**src/rtl/alu_pkg.sv**
```systemverilog
// Shared ALU opcode encoding and result packet layout for the ALU stream unit.
// alu_res_t fixes the default 32-bit/8-bit layout; parameterised instances derive their own.
package alu_pkg;

  localparam int ALU_CTRL_W    = 3;
  localparam int ALU_DEF_WIDTH = 32;
  localparam int ALU_DEF_TAG_W = 8;

  typedef enum logic [ALU_CTRL_W-1:0] {
    ALU_ADD = 3'b000,
    ALU_SUB = 3'b001,
    ALU_AND = 3'b010,
    ALU_OR  = 3'b011,
    ALU_XOR = 3'b100,
    ALU_SLT = 3'b101,
    ALU_SLL = 3'b110,
    ALU_SRL = 3'b111
  } alu_op_t;

  typedef struct packed {
    logic [ALU_DEF_WIDTH-1:0] result;
    logic                     zero;
    logic                     ovf;
    logic [ALU_DEF_TAG_W-1:0] tag;
  } alu_res_t;

endpackage

```
**src/rtl/alu_stream_fifo.sv**
```systemverilog
// Synchronous first-word-fall-through FIFO of result packets; head is valid whenever !empty.
// One-cycle write-to-head latency; the producer must respect full (the credit loop guarantees it).
module alu_stream_fifo #(
  parameter int  DEPTH = 4,
  parameter type PKT_T = logic [7:0]
) (
  input  logic clk,
  input  logic reset,
  input  logic push,
  input  PKT_T push_data,
  input  logic pop,
  output PKT_T head,
  output logic empty,
  output logic full
);

  localparam int AW = (DEPTH > 1) ? $clog2(DEPTH) : 1;

  PKT_T          mem [DEPTH];
  logic [AW-1:0] wr_ptr;
  logic [AW-1:0] rd_ptr;
  logic [AW:0]   count;

  // Storage is not reset; only pointers and occupancy define what is visible.
  always_ff @(posedge clk) begin
    if (push) mem[wr_ptr] <= push_data;
  end

  always_ff @(posedge clk) begin
    if (!reset) begin
      wr_ptr <= '0;
      rd_ptr <= '0;
      count  <= '0;
    end else begin
      if (push) wr_ptr <= wr_ptr + AW'(1);
      if (pop)  rd_ptr <= rd_ptr + AW'(1);
      case ({push, pop})
        2'b10:   count <= count + (AW+1)'(1);
        2'b01:   count <= count - (AW+1)'(1);
        default: count <= count;
      endcase
    end
  end

  assign head  = mem[rd_ptr];
  assign empty = (count == '0);
  assign full  = (count == (AW+1)'(DEPTH));

  assert property (@(posedge clk) disable iff (!reset) !(push && full));
  assert property (@(posedge clk) disable iff (!reset) !(pop && empty));

endmodule

```
**src/rtl/alu_stream_unit.sv**
```systemverilog
// Handshaked two-stage ALU: S1 captures the op, S2 computes into an FWFT result FIFO.
// in_ready depends only on the registered credit count, so out_ready never reaches it combinationally.
module alu_stream_unit
  import alu_pkg::*;
#(
  parameter int WIDTH      = 32,
  parameter int TAG_W      = 8,
  parameter int FIFO_DEPTH = 4
) (
  input  logic                  clk,
  input  logic                  reset,
  input  logic                  in_valid,
  output logic                  in_ready,
  input  logic [ALU_CTRL_W-1:0] in_ctrl,
  input  logic [WIDTH-1:0]      in_a,
  input  logic [WIDTH-1:0]      in_b,
  input  logic [TAG_W-1:0]      in_tag,
  output logic                  out_valid,
  input  logic                  out_ready,
  output logic [WIDTH-1:0]      out_result,
  output logic                  out_zero,
  output logic                  out_ovf,
  output logic [TAG_W-1:0]      out_tag
);

  localparam int CW = $clog2(FIFO_DEPTH + 1);
  localparam logic [CW-1:0] CRED_MAX = CW'(FIFO_DEPTH);

  typedef struct packed {
    logic [WIDTH-1:0] result;
    logic             zero;
    logic             ovf;
    logic [TAG_W-1:0] tag;
  } res_pkt_t;

  function automatic res_pkt_t alu_compute(input logic [ALU_CTRL_W-1:0] ctrl,
                                           input logic [WIDTH-1:0]      a,
                                           input logic [WIDTH-1:0]      b,
                                           input logic [TAG_W-1:0]      tag);
    res_pkt_t         p;
    logic [WIDTH-1:0] r;
    logic             ovf;
    r   = '0;
    ovf = 1'b0;
    case (alu_op_t'(ctrl))
      ALU_ADD: begin
        r   = a + b;
        ovf = (a[WIDTH-1] == b[WIDTH-1]) && (r[WIDTH-1] != a[WIDTH-1]);
      end
      ALU_SUB: begin
        r   = a - b;
        ovf = (a[WIDTH-1] != b[WIDTH-1]) && (r[WIDTH-1] != a[WIDTH-1]);
      end
      ALU_AND: r = a & b;
      ALU_OR:  r = a | b;
      ALU_XOR: r = a ^ b;
      ALU_SLT: r = {{(WIDTH-1){1'b0}}, ($signed(a) < $signed(b))};
      ALU_SLL: r = a << b[4:0];
      ALU_SRL: r = a >> b[4:0];
      default: r = '0;
    endcase
    p.result = r;
    p.zero   = (r == '0);
    p.ovf    = ovf;
    p.tag    = tag;
    return p;
  endfunction

  logic [CW-1:0]         credits;
  logic                  s1_valid;
  logic [ALU_CTRL_W-1:0] s1_ctrl;
  logic [WIDTH-1:0]      s1_a;
  logic [WIDTH-1:0]      s1_b;
  logic [TAG_W-1:0]      s1_tag;

  logic     accept;
  logic     pop;
  res_pkt_t s2_pkt;
  res_pkt_t head;
  logic     fifo_empty;
  logic     fifo_full;

  assign in_ready = (credits != '0);
  assign accept   = in_valid && in_ready;
  assign pop      = out_valid && out_ready;

  // Credits cover every op between acceptance and pop, so the FIFO can never be pushed while full.
  always_ff @(posedge clk) begin
    if (!reset) begin
      credits <= CRED_MAX;
    end else begin
      case ({accept, pop})
        2'b10:   credits <= credits - CW'(1);
        2'b01:   credits <= credits + CW'(1);
        default: credits <= credits;
      endcase
    end
  end

  always_ff @(posedge clk) begin
    if (!reset) begin
      s1_valid <= 1'b0;
      s1_ctrl  <= '0;
      s1_a     <= '0;
      s1_b     <= '0;
      s1_tag   <= '0;
    end else begin
      s1_valid <= accept;
      if (accept) begin
        s1_ctrl <= in_ctrl;
        s1_a    <= in_a;
        s1_b    <= in_b;
        s1_tag  <= in_tag;
      end
    end
  end

  assign s2_pkt = alu_compute(s1_ctrl, s1_a, s1_b, s1_tag);

  alu_stream_fifo #(
    .DEPTH (FIFO_DEPTH),
    .PKT_T (res_pkt_t)
  ) u_fifo (
    .clk       (clk),
    .reset     (reset),
    .push      (s1_valid),
    .push_data (s2_pkt),
    .pop       (pop),
    .head      (head),
    .empty     (fifo_empty),
    .full      (fifo_full)
  );

  // Outputs read as zero while empty so stale storage never leaks out after reset.
  assign out_valid  = !fifo_empty;
  assign out_result = fifo_empty ? '0   : head.result;
  assign out_zero   = fifo_empty ? 1'b0 : head.zero;
  assign out_ovf    = fifo_empty ? 1'b0 : head.ovf;
  assign out_tag    = fifo_empty ? '0   : head.tag;

  assert property (@(posedge clk) disable iff (!reset) credits <= CRED_MAX);
  assert property (@(posedge clk) disable iff (!reset) !(s1_valid && fifo_full));

endmodule
```
**config.mk**
```make
export PLATFORM = sky130hd
export DESIGN_NAME = alu_stream_unit
export DESIGN_NICKNAME = d
export VERILOG_FILES = /design/src/rtl/alu_pkg.sv /design/src/rtl/alu_stream_fifo.sv /design/src/rtl/alu_stream_unit.sv
export SDC_FILE = /design/constraint.sdc
export NUM_CORES = 1
export LEC_CHECK = 0
export CORE_MARGIN = 10
export CORE_UTILIZATION = 30
export DETAILED_ROUTE_END_ITERATION = 8
export HOLD_SLACK_MARGIN = 0.08
export PLACE_DENSITY = 0.46
export SYNTH_ARGS = -nofsm -noshare
export SYNTH_HDL_FRONTEND = slang
export SYNTH_HIERARCHICAL = 1
export SYNTH_SLANG_ARGS = --single-unit
```
**constraint.sdc**
```tcl
create_clock -name clk -period 5.1 [get_ports clk]
set_clock_uncertainty 0.15 [all_clocks]
set_input_delay 0.765 -clock clk [delete_from_list [all_inputs] [get_ports clk]]
set_output_delay 0.765 -clock clk [all_outputs]
set_load 0.02 [all_outputs]
```
==> results.txt <==
- The floorplan step defined a die boundary enclosing 76100 µm².
- Max-slew violation count: 0
- The worst path meets setup with 0.150 ns of slack.
- Slew margin rel.: 22.4%
* Kind of launch point of the worst setup path: flip-flop
- Cell seen most often among critical-path stages: sky130_fd_sc_hd__or4_1
* Unrepaired setup endpoints after global routing: false
* Root Buffer Master: sky130_fd_sc_hd__clkbuf_16
- The worst hold path begins at s1_b[27]$_SDFFE_PN0P_.
* Number of clock sinks seen by CTS: 256
- The first detailed-routing pass ran for 5 iterations.
* Bufs on Longest Clock Path: 3
* Number of I/O pins: 123
- Based on the critical path, the design can be clocked at up to 202 MHz.
- Global-route usage over all layers: 21.6%
- Summed over all layers, the routed wires come to 84400 µm.
* Number of gates given a new drive strength after cts: 0
- Post-Place Setup Slack: 0.148 ns
- FF/Latch Area: 6820 µm²
- Power spread over the standard cell area amounts to 401 nW/µm².
- Dividing the final minimum period by the clock period gives 97.1%.
- Drc violations: 0
- Of all nets on the critical path, the largest fanout is 21.
* Number of endpoints failing setup at the final stage: 0
* Initial antenna violation count: 1
- The worst hold path passes through 2 cells.
* Total number of H-tree levels: 1
- Number of input and output port buffers inserted: 122
- Number of rows in the core area: 93
- Internal power comes to 5.55 mW.
* End point of the worst hold path: s1_b[27]$_SDFFE_PN0P_
- Slowest stage cell, crit path: sky130_fd_sc_hd__or4_1
- First-pass GRT wire length: 122000 µm
- Once the floorplan was initialized, standard cells occupied 30.4% of the core.
- After routing, the total negative slack on setup checks comes to 0 ns.
- Delay of the slowest critical-path stage: 0.63 ns
- Most frequent cells in the layout: 271 x sky130_fd_sc_hd__nand2_1, 168 x sky130_fd_sc_hd__edfxtp_1, 143 x sky130_fd_sc_hd__nor2_1, 142 x sky130_fd_sc_hd__buf_4, 121 x sky130_fd_sc_hd__clkdlybuf4s50_1
- In this run the critical register-to-register path is launched from s1_b[0]$_SDFFE_PN0P_.
- Net switching is 40.4% of the power.
- Number of routed nets with antenna violations: 0
* Number of vias after detailed routing: 17400
- The worst setup path is captured at a flip-flop.
- The setup check on the worst reg-to-reg path leaves a slack of 0.15 ns.
- The floorplan step defined a core boundary enclosing 64700 µm².
- The HPWL after detailed placement is 64700 µm.
- Across the VDD grid, the largest voltage drop is 0.244 mV.
- Compared with the post-synthesis result, the final layout area differs by 18.4%.
- Post-synthesis net count: 2235
- The number of hold buffers added after CTS was 0.
* Routability Congestion: 0.979
* First-iteration detailed-routing DRC count: 1827
- Measured in cells, the most critical reg-to-reg path has a length of 12.
- Inserted Diodes: 0
* Chip Height: 276 µm
* Clock transition at path regs: 0.06 ns
- Buffers inserted during clock tree synthesis total 31.
* Routed wire per std cell: 27.6 µm
- Final layout net count: 2362
* Min cycle time layout: 4.95 ns
* Fillcell total: 6666
- Max-cap violations in this run came to 0.
- Worst Path Required: 5.35 ns
* Critical path origin: s1_b[0]$_SDFFE_PN0P_
* Fraction of power consumed by combinational cells: 47.8%
- The worst register-to-register path ends at u_fifo/mem[1][9]$_DFFE_PP_.
- The path class of the tightest hold or removal check is reg2reg.
- Largest net degree at the start of global routing: 73
* Share of post-route cells with drive strength above 1: 15.4%
- From left edge to right edge, the die measures 276 µm.
- Number of hold violations in the final report: 0
* Switching power: 3.77 mW
- Footprint of the multi-input gates: 11600 µm²
* Number of global-route vias before repair: 17400
* Cells after synthesis: 2049
- Crit Path Class: reg2reg
- The Yosys step of the flow raised 6 warnings.
* Proportion of power drawn by the clock network: 23.2%
* Clock tree from TritonCTS: done
- Fraction of power consumed by sequential logic: 29.0%
* Post-CTS setup buffers: 0
* Via-per-instance ratio: 5.69
* Most common cell after layout, fill and taps aside: sky130_fd_sc_hd__nand2_1
- Outcome: finished clean
* Avg Synthesized Cell Area: 9.59 µm²
- Static leakage: 8.29 nW
- For the worst-skew pair, the clock arrives at the later sink with an insertion delay of 0.60 ns.
- Data arrival at the endpoint of the critical path: 5.20 ns
- After layout, the design draws a total of 9.33 mW.
- Syn Std Cell Area: 19600 µm²
- Overflow left after global routing: 0
* Cells traversed along the worst timing path: buf_4, mux2i_2, nor3_1, a221oi_1, o211ai_1, a311oi_1, o21ai_1, or4_1, nor4_2, nand4b_1, or4_1, nor3_2
- Slew at the pin closest to its max-slew limit: 1.16 ns
[metal layers]
layer / part of all wire (%) / track usage, % / vias up
met5: 0 / 0 / -
met2: 46 / 34.4 / 718
met1: 43 / 28.7 / 8639
met4: 5.1 / 10.1 / 0
li1: - / - / 7882
met3: 6.4 / 2.82 / 152
[state kept, by name (all words and copies together), names as in the netlist, named ones only]
name and cells:
s1_tag 8, credits 3, u_fifo/rd_ptr 2, u_fifo/mem 168, u_fifo/wr_ptr 2, s1_b 32, s1_a 32, u_fifo/count 3
s1_ctrl 3, s1_valid 1
[worst max path at each step]
| stage | to | slack (ns) |
|---|---|---|
| floorplan | u_fifo/mem[0][9]$_DFFE_PP_ | 0.12 |
| global placement | u_fifo/mem[0][9]$_DFFE_PP_ | 0.16 |
| detailed placement | u_fifo/mem[3][9]$_DFFE_PP_ | 0.15 |
| CTS | u_fifo/mem[3][9]$_DFFE_PP_ | 0.1 |
| global route | u_fifo/mem[3][9]$_DFFE_PP_ | 0.03 |
| finish | u_fifo/mem[1][9]$_DFFE_PP_ | 0.15 |
[power by group through the flow]
stage / clock [mW] / sequential (mW) / combinational, mW
6_report: 2.17 / 2.70 / 4.46
3_5_place_dp: 0 / 2.75 / 4.44
5_1_grt: 2.31 / 2.73 / 4.80
4_1_cts: 2.24 / 2.71 / 4.45
3_3_place_gp: 0 / 2.74 / 4.43
2_1_floorplan: 0 / 2.65 / 2.77
[layout make-up]
class	count	area share (%)
Tap cell	855	4.60
Clock inverter	19	0.812
Inverter	117	1.89
Multi-Input combinational cell	1502	49.8
Timing Repair Buffer	268	10.1
Clock buffer	38	3.45
Sequential cell	256	29.3
[worst max-delay path: cells and delay by family (launching register included)]
family,cells,cell delay (ns)
multiplexers,1,0.34
buffers and inverters,1,0.35
flip-flops,1,0.52
AO/OA/AOI/OAI,4,1.37
AND/OR/NAND/NOR,6,1.99
[stage by stage]
step	util, %	std cells	area (µm²)	hold slack (ns)
after floorplan	-	2049	19600	0.310
after CTS	35.9	3055	23200	0.340
after global placement	34.4	2998	22200	0.330
final	35.9	3055	23300	0.333
after detailed placement	34.4	2998	22200	0.331
after global routing	35.9	3055	23300	0.370
No activity file was read; power rests on OpenSTA's default activity.
